$ cat src/rtl/ppl_exit.sv
// Tail of the ray-march pipeline: retires finished rays to a framebuffer write queue, recirculates the rest.
// Latency: every output is registered; the decision for the cycle-N ray appears at N+1, and retire-to-fb_we is 1 cycle when the queue is empty.
// Backpressure: fb_we/fb_ready handshake drains the queue; a retiring ray that meets a full queue is recirculated unchanged.
//
// Ports:
//   clk, rst                  clock and asynchronous active-low reset
//   in_valid, pos_*, ray_slope_*, block_cnt, pixel_addr, hit, hit_face, hit_color
//                             ray leaving the last march stage
//   next_en, end_pos_*, ray_slope_out_*, block_cnt_out, pixel_addr_out
//                             slot-free flag and recirculation path back to the entry stage
//   frame_start, scanner_stop, frame_done
//                             frame pixel-count control
//   fb_we, fb_addr, fb_data, fb_ready
//                             framebuffer write port (valid/ready)
module ppl_exit #(
  parameter int          H_DISP     = 1280,
  parameter int          V_DISP     = 720,
  parameter int          MAX_STEPS  = 20,
  parameter int          MAP_SIZE   = 14,
  parameter logic [15:0] SKY_COLOR  = 16'h867D,
  parameter int          FIFO_DEPTH = 8
) (
  input  logic        clk,
  input  logic        rst,
  input  logic        in_valid,
  input  logic [15:0] pos_x,
  input  logic [15:0] pos_y,
  input  logic [15:0] pos_z,
  input  logic [15:0] ray_slope_x,
  input  logic [15:0] ray_slope_y,
  input  logic [15:0] ray_slope_z,
  input  logic [4:0]  block_cnt,
  input  logic [19:0] pixel_addr,
  input  logic        hit,
  input  logic [1:0]  hit_face,
  input  logic [15:0] hit_color,
  output logic        next_en,
  output logic [15:0] end_pos_x,
  output logic [15:0] end_pos_y,
  output logic [15:0] end_pos_z,
  output logic [15:0] ray_slope_out_x,
  output logic [15:0] ray_slope_out_y,
  output logic [15:0] ray_slope_out_z,
  output logic [4:0]  block_cnt_out,
  output logic [19:0] pixel_addr_out,
  output logic        scanner_stop,
  input  logic        frame_start,
  output logic        frame_done,
  output logic        fb_we,
  output logic [19:0] fb_addr,
  output logic [15:0] fb_data,
  input  logic        fb_ready
);

  localparam int          AW        = (FIFO_DEPTH > 1) ? $clog2(FIFO_DEPTH) : 1;
  localparam int          CW        = AW + 1;
  localparam logic [19:0] PIX_TOTAL = 20'(H_DISP * V_DISP);
  localparam logic [4:0]  LAST_STEP = 5'(MAX_STEPS - 1);
  localparam logic [3:0]  MAP_LIM   = 4'(MAP_SIZE);

  typedef struct packed {
    logic [19:0] addr;
    logic [15:0] data;
  } fb_ent_t;

  // recirculation registers
  logic        next_en_q, next_en_d;
  logic [15:0] end_pos_x_q, end_pos_x_d, end_pos_y_q, end_pos_y_d, end_pos_z_q, end_pos_z_d;
  logic [15:0] slope_x_q, slope_x_d, slope_y_q, slope_y_d, slope_z_q, slope_z_d;
  logic [4:0]  block_cnt_out_q, block_cnt_out_d;
  logic [19:0] pixel_addr_out_q, pixel_addr_out_d;

  // write queue
  fb_ent_t     mem_q [FIFO_DEPTH];
  fb_ent_t     mem_d [FIFO_DEPTH];
  logic [AW-1:0] wr_ptr_q, wr_ptr_d, rd_ptr_q, rd_ptr_d;
  logic [CW-1:0] count_q, count_d;

  // frame control
  logic [19:0] pix_cnt_q, pix_cnt_d;
  logic        scanner_stop_q, scanner_stop_d;
  logic        frame_done_q, frame_done_d;
  logic        done_q, done_d;

  logic        oob, retire, full, empty, push, pop;
  logic [4:0]  r_ch, b_ch, r_sh, b_sh;
  logic [5:0]  g_ch, g_sh;
  logic [15:0] colour;
  fb_ent_t     head;

  assign oob    = (pos_x[15:12] >= MAP_LIM) | (pos_y[15:12] >= MAP_LIM) | (pos_z[15:12] >= MAP_LIM);
  assign retire = in_valid & (hit | (block_cnt >= LAST_STEP) | oob);
  assign full   = (count_q == CW'(FIFO_DEPTH));
  assign empty  = (count_q == '0);
  // Once the frame is complete the entry stage feeds dummies; they retire silently.
  assign push   = retire & ~full & ~scanner_stop_q;
  assign pop    = ~empty & fb_ready;
  assign head   = mem_q[rd_ptr_q];

  // Per-channel face shading of the RGB565 texel.
  always_comb begin
    r_ch = hit_color[15:11];
    g_ch = hit_color[10:5];
    b_ch = hit_color[4:0];
    r_sh = r_ch;
    g_sh = g_ch;
    b_sh = b_ch;
    case (hit_face)
      2'd1: begin
        r_sh = r_ch - (r_ch >> 2);
        g_sh = g_ch - (g_ch >> 2);
        b_sh = b_ch - (b_ch >> 2);
      end
      2'd2: begin
        r_sh = r_ch >> 1;
        g_sh = g_ch >> 1;
        b_sh = b_ch >> 1;
      end
      2'd3: begin
        r_sh = r_ch - (r_ch >> 3);
        g_sh = g_ch - (g_ch >> 3);
        b_sh = b_ch - (b_ch >> 3);
      end
      default: ;
    endcase
    colour = hit ? {r_sh, g_sh, b_sh} : SKY_COLOR;
  end

  // Recirculation decision. A retire blocked by a full queue goes around again
  // without consuming a step, so the step limit cannot be overshot while stalled.
  always_comb begin
    next_en_d        = 1'b1;
    end_pos_x_d      = '0;
    end_pos_y_d      = '0;
    end_pos_z_d      = '0;
    slope_x_d        = '0;
    slope_y_d        = '0;
    slope_z_d        = '0;
    block_cnt_out_d  = '0;
    pixel_addr_out_d = '0;
    if (in_valid && (!retire || full)) begin
      next_en_d        = 1'b0;
      end_pos_x_d      = pos_x;
      end_pos_y_d      = pos_y;
      end_pos_z_d      = pos_z;
      slope_x_d        = ray_slope_x;
      slope_y_d        = ray_slope_y;
      slope_z_d        = ray_slope_z;
      pixel_addr_out_d = pixel_addr;
      if (retire)
        block_cnt_out_d = block_cnt;
      else
        block_cnt_out_d = (block_cnt == 5'd31) ? 5'd31 : block_cnt + 5'd1;
    end
  end

  // Write queue bookkeeping; depth is a power of two so pointers wrap naturally.
  always_comb begin
    mem_d    = mem_q;
    wr_ptr_d = wr_ptr_q;
    rd_ptr_d = rd_ptr_q;
    if (push) begin
      mem_d[wr_ptr_q] = '{addr: pixel_addr, data: colour};
      wr_ptr_d        = wr_ptr_q + AW'(1);
    end
    if (pop)
      rd_ptr_d = rd_ptr_q + AW'(1);
    count_d = count_q + CW'(push) - CW'(pop);
  end

  // Frame counting; frame_start wins over a same-cycle count.
  always_comb begin
    pix_cnt_d      = pix_cnt_q;
    scanner_stop_d = scanner_stop_q;
    done_d         = done_q;
    frame_done_d   = 1'b0;
    if (frame_start) begin
      pix_cnt_d      = '0;
      scanner_stop_d = 1'b0;
      done_d         = 1'b0;
    end else begin
      if (push) begin
        pix_cnt_d = pix_cnt_q + 20'd1;
        if (pix_cnt_q == PIX_TOTAL - 20'd1)
          scanner_stop_d = 1'b1;
      end
      // done_q makes this a single pulse per frame.
      if (scanner_stop_q && empty && !done_q) begin
        frame_done_d = 1'b1;
        done_d       = 1'b1;
      end
    end
  end

  always_ff @(posedge clk or negedge rst) begin
    if (!rst) begin
      next_en_q        <= 1'b1;
      end_pos_x_q      <= '0;
      end_pos_y_q      <= '0;
      end_pos_z_q      <= '0;
      slope_x_q        <= '0;
      slope_y_q        <= '0;
      slope_z_q        <= '0;
      block_cnt_out_q  <= '0;
      pixel_addr_out_q <= '0;
      for (int i = 0; i < FIFO_DEPTH; i++)
        mem_q[i] <= '0;
      wr_ptr_q         <= '0;
      rd_ptr_q         <= '0;
      count_q          <= '0;
      pix_cnt_q        <= '0;
      scanner_stop_q   <= 1'b0;
      frame_done_q     <= 1'b0;
      done_q           <= 1'b0;
    end else begin
      next_en_q        <= next_en_d;
      end_pos_x_q      <= end_pos_x_d;
      end_pos_y_q      <= end_pos_y_d;
      end_pos_z_q      <= end_pos_z_d;
      slope_x_q        <= slope_x_d;
      slope_y_q        <= slope_y_d;
      slope_z_q        <= slope_z_d;
      block_cnt_out_q  <= block_cnt_out_d;
      pixel_addr_out_q <= pixel_addr_out_d;
      mem_q            <= mem_d;
      wr_ptr_q         <= wr_ptr_d;
      rd_ptr_q         <= rd_ptr_d;
      count_q          <= count_d;
      pix_cnt_q        <= pix_cnt_d;
      scanner_stop_q   <= scanner_stop_d;
      frame_done_q     <= frame_done_d;
      done_q           <= done_d;
    end
  end

  assign next_en         = next_en_q;
  assign end_pos_x       = end_pos_x_q;
  assign end_pos_y       = end_pos_y_q;
  assign end_pos_z       = end_pos_z_q;
  assign ray_slope_out_x = slope_x_q;
  assign ray_slope_out_y = slope_y_q;
  assign ray_slope_out_z = slope_z_q;
  assign block_cnt_out   = block_cnt_out_q;
  assign pixel_addr_out  = pixel_addr_out_q;
  assign scanner_stop    = scanner_stop_q;
  assign frame_done      = frame_done_q;
  assign fb_we           = ~empty;
  // Stale entries stay in storage after popping; hide them while the queue is empty.
  assign fb_addr         = empty ? 20'd0 : head.addr;
  assign fb_data         = empty ? 16'd0 : head.data;

endmodule
$ cat config.mk
export PLATFORM = sky130hd
export DESIGN_NAME = ppl_exit
export DESIGN_NICKNAME = d
export VERILOG_FILES = /design/src/rtl/ppl_exit.sv
export SDC_FILE = /design/constraint.sdc
export NUM_CORES = 1
export LEC_CHECK = 0
export ABC_AREA = 1
export CORE_MARGIN = 4
export CORE_UTILIZATION = 50
export DETAILED_ROUTE_END_ITERATION = 8
export PLACE_DENSITY = 0.72
export SYNTH_ARGS = -nofsm -noshare
export SYNTH_HDL_FRONTEND = slang
export SYNTH_SLANG_ARGS = --single-unit
$ cat constraint.sdc
create_clock -name clk -period 3.9 [get_ports clk]
set_input_delay 0.78 -clock clk [delete_from_list [all_inputs] [get_ports clk]]
set_output_delay 0.78 -clock clk [all_outputs]
set_load 0.03 [all_outputs]
==> flow_summary.toml <==
[yosys]
yosysSeqAreaShare_pct = 53.32
synth_fa_ha_area_share_pct = 1.589
synth_enable_flop_cells = 0
synthFlopType = "dfrtp_1"
yosys_warnings = 0
synth_top_family_by_area = "simple AND/OR/NAND/NOR gates"
ys_ff_latch = 443
synth.area.mux_share_pct = 0
yosysTopAreaCell = "dfrtp_1"
netlist_area_um2 = 20790
synthCells = 2636
syn_nets = 2805
synth_top_area_share_pct = 53.20
synth_compound_area_share_pct = 7.312
yosys.area_share.xor_xnor_pct = 0.9689
async_flop_share_pct = 100.0
synth_commonest_cells = "nand2_1, nor2_1, dfrtp_1"
synth.distinct_cells = 37
syn_area_per_cell_um2 = 7.887
synthTopCellsByArea = "dfrtp_1, nand2_1, nor2_1"
synth_simple_gate_area_share_pct = 29.48
synth.most_common_cell = "nand2_1"

[clock_tree]
cts_max_path_buffers = 3
cts_tree = "done"
clock-sinks = 443
clk_pin_slew_ns = 0.06
clk_latency_ns = 0.59
numCtsBuffers = 48
cts_root_buf = "clkbuf_16"
htreeDepth = 2

[job]
drv_cap = 0

[die]
coreArea_um2 = 40920
die_w_um = 211.9
die_area_um2 = 44910
die_y_um = 211.9
num_rows = 74
ios = 306
initial_core_util_pct = 50.80

[timing]
rsz0062_at_grt = "no"
finalMaxSlewViolations = 0
fin_skew_ns = 0.01783
tightest_slew_ns = 1.274
fmax_ghz = 0.2724
hold_ws_ns = 0.3102
setup_viol_count_final = 0
hold_viol = 0
timing.setup.tns_ns = 0
min_period_ns = 3.671
relSlewSlack_pct = 14.89
period_share_pct = 94.13

[finish]
multi_input_area_um2 = 8209
drive_above_1_share_pct = 6.179
fillers = 3503
finalNetCount = 3050
fin_cells = 3446
seq_area_um2 = 11090
area_growth_pct = 23.34
post-route-util_pct = 62.66

[detailed_routing]
routed-wl-met2_um = 30610
drt-met1-wl_um = 24930
totalWireLength_um = 61750
wl_met3_um = 4095
ant_nets = 0
dr.max_layer_used = "met4"
vias_per_cell = 5.280
post_drt_wl_per_cell_um = 17.92
drtPass1Iterations = 6
drtIter0Drc = 1699
drc = 0
vias = 18200

[global_routing]
antenna_found_initial = 1
grt_max_degree = 121
grt_pass1_wl_um = 98570
gr-total-overflow = 0
grt_pass1_vias = 17990
grt_usage_pct = 27.45

[pwr]
leakage_nw = 13.17
max-vdd-ir-drop_v = 0.0004620
power_density_nw_per_um2 = 757.5
power_mw = 19.43

[critical_path]
cp-startpoint = "rd_ptr_q[0]"
reg2reg_to = "count_q[2]"
r2r_slack_ns = 1.14
critPathLaunchType = "flop"
path_max_fanout = 74
cp.arrival_ns = 2.89
critPathKind = "flop to primary output"
r2r_cells = 11
crit_end = "fb_data[12]"
rr_startpoint = "count_q[2]"
end_kind = "primary output"
critPathRequiredTime_ns = 3.12

[placed_design]
dpl.hpwl_um = 38080
numPortBuffers = 305
finalWeightedCongestion = 0.8471
dpl.cell_count = 3362

[status]
outcome = "finished clean"

[hold_path]
hold_class = "input port to asynchronous set/reset pin"
state kept, by name (all words and copies together), names as in the netlist:
name and count:
mem_q 288, pix_cnt_q 20, pixel_addr_out 20, end_pos_x 16, end_pos_y 16, end_pos_z 16
ray_slope_out_x 16, ray_slope_out_y 16, ray_slope_out_z 16, block_cnt_out 5, count_q 4, rd_ptr_q 3
wr_ptr_q 3, done_q 1, frame_done 1, next_en 1, scanner_stop 1
where the power goes:
part	total (mW)	internal, mW	switching, mW
clock network	4.52	2.69	1.84
logic	7.89	2.72	5.17
registers	7.01	6.11	0.902
total	19.4	11.5	7.91
area by class of cell:
| class | instances | share of cell area [%] |
|---|---|---|
| timing repair buffer | 348 | 13.38 |
| clock inverter | 9 | 0.4099 |
| sequential | 443 | 43.26 |
| tap | 532 | 2.596 |
| antenna | 1 | 0.009758 |
| clock buffer | 73 | 5.679 |
| multi-input combinational | 1861 | 32.01 |
| inverter | 179 | 2.649 |
worst max-delay path, cell delays in order, from the launching register on:
cell	delay, ns
dfrtp_4	0.61
inv_6	0.33
buf_12	0.35
nor2_1	0.10
o32ai_1	0.25
nor2_1	0.07
nor2_1	0.30
buf_4	0.23
worst min path at each step:
stage	from	to	slack, ns	cells past startpoint
after detailed placement	done_q	frame_done	0.42	1
after global routing	rst	ray_slope_out_z[5]	0.38	1
after global placement	done_q	frame_done	0.42	1
after CTS	rst	ray_slope_out_z[5]	0.34	1
after floorplan	done_q	frame_done	0.41	1
final	rst	ray_slope_out_z[5]	0.31	1
layout by cell type, fill, tap and decap left out, types with 3 or more instances in the layout:
| cell type | netlist | final |
|---|---|---|
| nand3b_1 | 5 | 5 |
| clkbuf_8 | 0 | 14 |
| fa_1 | 4 | 4 |
| dfrtp_1 | 442 | 440 |
| clkdlybuf4s50_1 | 0 | 274 |
| xor2_1 | 17 | 17 |
| clkinv_2 | 0 | 4 |
| nand3_1 | 52 | 51 |
| xnor2_1 | 6 | 6 |
| clkbuf_1 | 75 | 10 |
| inv_1 | 172 | 172 |
| nor2_4 | 5 | 8 |
| o221ai_1 | 6 | 6 |
| a21oi_1 | 20 | 20 |
| o21ai_0 | 198 | 198 |
| buf_4 | 13 | 63 |
| buf_12 | 0 | 10 |
| nor2_1 | 469 | 469 |
| o21ai_1 | 5 | 5 |
| nand2_1 | 988 | 987 |
| ha_1 | 20 | 20 |
| o32ai_1 | 36 | 36 |
| inv_6 | 0 | 3 |
| nand2_8 | 8 | 8 |
| clkbuf_16 | 0 | 49 |
| nand4_1 | 7 | 7 |
| inv_2 | 5 | 4 |
cell families after synthesis:
kind of cell / Yosys count
and+or+nand+nor: 1545
buffers and inverters: 332
AOI/OAI and AO/OA: 269
xor gates and xnor gates: 23
adders and majority gates: 24
DFF: 443
metrics by stage:
| stage | area [um2] | worst slack (ns) |
|---|---|---|
| after detailed placement | 24060 | 0.3468 |
| after global placement | 24060 | 0.4100 |
| final | 25640 | 0.2288 |
| after global routing | 25640 | 0.08807 |
| after floorplan | 20790 | 0.9553 |
| after CTS | 25620 | 0.1471 |
routing by layer:
layer	track usage (%)	up-vias
met1	36.40	8774
met3	4.298	137
met2	46.51	678
met5	0	-
li1	-	8607
met4	9.129	0
timing repair:
action | 4_1_cts | 5_1_grt
resized for setup | 0 | 1
buffers inserted | 0 | 1
hold buffers | 0 | 0
endpoints found under the setup margin | 0 | 3
(Power assumes the default switching activity.)
